--- config.mk ---
export PLATFORM = sky130hd
export DESIGN_NAME = uart_byte_receiver
export DESIGN_NICKNAME = d
export VERILOG_FILES = /design/src/rtl/uart_byte_receiver.sv
export SDC_FILE = /design/constraint.sdc
export NUM_CORES = 1
export LEC_CHECK = 0
export BUFFER_PORTS_ARGS = -buffer_cell sky130_fd_sc_hd__buf_2
export CELL_PAD_IN_SITES_DETAIL_PLACEMENT = 0
export CELL_PAD_IN_SITES_GLOBAL_PLACEMENT = 1
export CORE_MARGIN = 2
export CORE_UTILIZATION = 45
export CTS_CLUSTER_SIZE = 40
export DETAILED_ROUTE_END_ITERATION = 6
export PLACE_DENSITY = 0.81
export SYNTH_ARGS = -nofsm -noshare
export SYNTH_HDL_FRONTEND = slang
export SYNTH_SLANG_ARGS = --single-unit
--- constraint.sdc ---
create_clock -name i_clock -period 2.2 [get_ports i_clock]
set_input_delay 0.44 -clock i_clock [delete_from_list [all_inputs] [get_ports i_clock]]
set_output_delay 0.44 -clock i_clock [all_outputs]
set_load 0.02 [all_outputs]
--- src/rtl/uart_byte_receiver.sv ---
// 8N1 UART receiver: 2-flop synchroniser, mid-bit sampling FSM, registered byte/strobe outputs.
// Handshake: o_rx_byte_recv_sig is valid-only (no ready); capture o_rx_byte_data in that cycle.
module uart_byte_receiver #(
  parameter int CLKS_PER_BIT = 104
) (
  input  logic       i_clock,
  input  logic       i_reset,
  input  logic       i_uart_rx,
  output logic [7:0] o_rx_byte_data,
  output logic       o_rx_byte_recv_sig,
  output logic       o_rx_framing_error,
  output logic       o_rx_busy,
  output logic [2:0] dbg_state
);

  typedef enum logic [2:0] {
    WAIT_IDLE = 3'd0,
    IDLE      = 3'd1,
    START     = 3'd2,
    DATA      = 3'd3,
    STOP      = 3'd4
  } state_t;

  localparam int CW = $clog2(CLKS_PER_BIT);
  localparam logic [CW-1:0] LAST  = CW'(CLKS_PER_BIT - 1);
  localparam logic [CW-1:0] HALF  = CW'((CLKS_PER_BIT - 1) / 2);
  localparam logic [CW-1:0] FLUSH = CW'(2);
  localparam logic [CW-1:0] ONE   = CW'(1);

  logic          rx_meta;
  logic          rx_s;
  state_t        state;
  state_t        state_n;
  logic [CW-1:0] cnt;
  logic [CW-1:0] cnt_n;
  logic [2:0]    idx;
  logic [2:0]    idx_n;
  logic [7:0]    shift;
  logic [7:0]    shift_n;
  logic [7:0]    data_n;
  logic          recv_n;
  logic          ferr_n;

  always_ff @(posedge i_clock) begin
    if (i_reset) begin
      rx_meta <= 1'b1;
      rx_s    <= 1'b1;
    end else begin
      rx_meta <= i_uart_rx;
      rx_s    <= rx_meta;
    end
  end

  always_ff @(posedge i_clock) begin
    if (i_reset) begin
      state              <= WAIT_IDLE;
      cnt                <= '0;
      idx                <= '0;
      shift              <= '0;
      o_rx_byte_data     <= '0;
      o_rx_byte_recv_sig <= 1'b0;
      o_rx_framing_error <= 1'b0;
    end else begin
      state              <= state_n;
      cnt                <= cnt_n;
      idx                <= idx_n;
      shift              <= shift_n;
      o_rx_byte_data     <= data_n;
      o_rx_byte_recv_sig <= recv_n;
      o_rx_framing_error <= ferr_n;
    end
  end

  always_comb begin
    state_n = state;
    cnt_n   = cnt;
    idx_n   = idx;
    shift_n = shift;
    data_n  = o_rx_byte_data;
    recv_n  = 1'b0;
    ferr_n  = 1'b0;
    case (state)
      // The synchroniser resets high, so a high line is trusted only once it
      // has been seen for longer than the synchroniser's flush time.
      WAIT_IDLE: begin
        if (!rx_s) begin
          cnt_n = '0;
        end else if (cnt == FLUSH) begin
          cnt_n   = '0;
          state_n = IDLE;
        end else begin
          cnt_n = cnt + ONE;
        end
      end
      IDLE: begin
        cnt_n = '0;
        if (!rx_s) state_n = START;
      end
      START: begin
        if (cnt == HALF) begin
          cnt_n   = '0;
          idx_n   = '0;
          state_n = rx_s ? IDLE : DATA;
        end else begin
          cnt_n = cnt + ONE;
        end
      end
      DATA: begin
        if (cnt == LAST) begin
          cnt_n        = '0;
          shift_n[idx] = rx_s;
          idx_n        = idx + 3'd1;
          if (idx == 3'd7) state_n = STOP;
        end else begin
          cnt_n = cnt + ONE;
        end
      end
      STOP: begin
        if (cnt == LAST) begin
          cnt_n = '0;
          if (rx_s) begin
            data_n  = shift;
            recv_n  = 1'b1;
            state_n = IDLE;
          end else begin
            ferr_n  = 1'b1;
            state_n = WAIT_IDLE;
          end
        end else begin
          cnt_n = cnt + ONE;
        end
      end
      default: state_n = WAIT_IDLE;
    endcase
  end

  always_comb begin
    o_rx_busy = (state == START) || (state == DATA) || (state == STOP);
    dbg_state = state;
  end

endmodule

==> out/metrics.yaml <==
status:
  status: "finished, final reports clean"
yosys:
  synthArstFlopShare_pct: 0
  synth_edf_count: 0
  synthFlopType: "dfxtp_1"
  yosys.area.top_type: "dfxtp_1"
  syn_area_mm2: 0.00175
  synth_top_cell_area_share_pct: 37.8
  yosysSeqAreaShare_pct: 37.8
  syn-num-nets: 196
  yosys-top-cells-area: "dfxtp_1, mux2i_1, nand2b_1"
  yosys_warnings: 0
  syn_area_per_cell_um2: 9.25
  postSynthCellCount: 189
  ys_seq_elements: 33
  yosys.cell_types.count: 47
power_and_ir_drop:
  finalPower_mw: 1.40
  vdd_drop_max_uv: 316
  p_leak_nw: 0.839
  p_per_area_mw_per_mm2: 727
routing:
  num_vias: 1399
  final_antenna_net_count: 0
  drt_iter0_drc: 124
  drc: 0
  vias_per_cell: 5.60
  drtPass1Iterations: 4
  wire_per_inst_um: 14.2
  routed_wirelength_mm: 3.55
hold_path:
  hold_class: "in -> reg"
  worstHoldPathCells: 2
  whs_endpoint: "rx_meta$_SDFF_PP1_"
  hold_start: "i_uart_rx"
clocking:
  cts_root_buffer: "clkbuf_8"
  cts_resized: 0
  cts_setup_buffers: 0
  cts_tree: "done"
  clock_latency_ps: 290
  cts.sinks: 33
  clk_pin_slew_worst_paths_ps: 70
  htreeDepth: 2
  ctsHoldBuffers: 0
  cts_buffer_depth: 2
  cts_inserted_buffers: 5
sta:
  tightest_slew_ps: 621
  hold_ws_ps: 339
  fmax_mhz: 496
  min_period_over_period_pct: 91.6
  skew_ps: 9.57
  finalHoldViolCount: 0
  final_max_slew_viol_count: 0
  rsz0062_at_grt: "false"
  setup_tns_ps: 0
  setup_viol: 0
  slew-limit-headroom_pct: 58.6
  post-route-min-period_ps: 2020
setup_path:
  crit_type: "reg -> out"
  path_cells: "or3b_4, nand2_1, buf_2"
  cpLargestDelayFamily: "flip-flops"
  rr_startpoint: "cnt[1]$_SDFFE_PP0P_"
  crit_required_ps: 1760
  crit_fanout: 14
  rr_worst_depth: 5
  rr_endpoint: "idx[0]$_SDFFE_PP0P_"
  cp.buffers_inverters: 1
  critPathCaptureType: "output port"
  start_kind: "flop"
  crit_arrival_ps: 1580
  reg2reg_slack_ps: 280
  cpPeakStageDelay_ps: 610
  crit_path_top_delay_cell: "dfxtp_1"
global_routing:
  grt_max_degree: 40
  grt_pass1_wl_mm: 5.95
  gr-total-overflow: 0
  antenna_found_initial: 0
  track_usage_pct: 17.6
  grt_pass1_vias: 1303
floorplanning:
  die-area_mm2: 0.00440
  num_rows: 22
  die_w_um: 66.3
  start_util_pct: 47.4
  fp.dieH_um: 66.3
  io_pins: 17
  core_mm2: 0.00369
finish:
  mostFrequentLayoutCell: "dfxtp_1"
  final_core_util_pct: 52.1
  finalNonFillerCells: 250
  mostFrequentLayoutCells: "dfxtp_1, mux2i_1, buf_2"
  layout.nets: 208
  drive_gt1_share_pct: 21.3
  syn_to_final_growth_pct: 10.0
  antennaDiodeCount: 0
placed_design:
  hpwl_mm: 2.42
  port_buffers: 16
  gp_congestion: 0.814
  dp.cells: 242
job:
  drv_cap: 0
==> metal layers <==
layer  vias to the layer above  track usage [%]  part of all wire (%)
met5                         -                0                     0
met4                         0             7.65                   1.7
met3                         7             3.58                   5.0
met2                        36             27.0                    44
met1                       653             23.7                    49
li1                        703                -                     -
==> layout make-up <==
cell class	instances	area, um2
Timing Repair Buffer	19	103
Multi-Input combinational cell	140	1010
Inverter	2	7.51
Tap cell	48	60.1
Clock buffer	5	68.8
Fill cell	361	1770
Sequential cell	33	661
Clock inverter	3	17.5
==> cells by family after synthesis <==
logic type | count (synthesis) | share of synthesized area (%)
multiplexers | 20 | 11.5
AND/OR/NAND/NOR | 84 | 28.3
XOR/XNOR | 2 | 1.00
adder cells (fa/ha/maj) | 4 | 2.86
buffers and inverters | 16 | 4.65
AO/OA/AOI/OAI | 30 | 13.8
flip-flops | 33 | 37.8
==> state kept, by name, summed over array words and instances, names as in the netlist <==
signal              count
cnt                     7
dbg_state               3
idx                     3
o_rx_byte_data          8
o_rx_byte_recv_sig      1
o_rx_framing_error      1
rx_meta                 1
rx_s                    1
shift                   8
==> worst max path at each step <==
stage	cells past startpoint	start	endpoint
after detailed placement	5	cnt[1]$_SDFFE_PP0P_	idx[0]$_SDFFE_PP0P_
after floorplan	6	cnt[0]$_SDFFE_PP0P_	cnt[3]$_SDFFE_PP0P_
after CTS	3	dbg_state[2]$_SDFFE_PP0P_	o_rx_busy
after global routing	3	dbg_state[2]$_SDFFE_PP0P_	o_rx_busy
final	3	dbg_state[2]$_SDFFE_PP0P_	o_rx_busy
after global placement	5	cnt[1]$_SDFFE_PP0P_	idx[0]$_SDFFE_PP0P_
==> where the power goes <==
group | total [mW] | internal (mW) | switching [mW] | leakage (nW)
registers | 0.687 | 0.627 | 0.0596 | 0.267
logic | 0.267 | 0.118 | 0.149 | 0.529
clock network | 0.444 | 0.218 | 0.226 | 0.0439
total | 1.40 | 0.963 | 0.435 | 0.839
==> stage by stage <==
stage	setup WS (ps)	instance area, um2
2_1_floorplan	583	1750
3_3_place_gp	343	1840
3_5_place_dp	281	1840
4_1_cts	191	1920
5_1_grt	107	1920
6_report	184	1920
==> synthesized netlist by cell type (3+ instances only) <==
cell and count:
nand4_1 4, dfxtp_1 33, or2_2 3, nand3_1 7
nor3_1 4, nand2b_1 14, a21oi_1 9, and3_1 5
a211oi_1 3, nand3b_1 5, nor2_1 14, nand2_1 11
clkbuf_1 6, a21oi_2 3, buf_2 5, ha_1 4
mux2i_1 19
No activity file was read; power rests on OpenSTA's default activity.
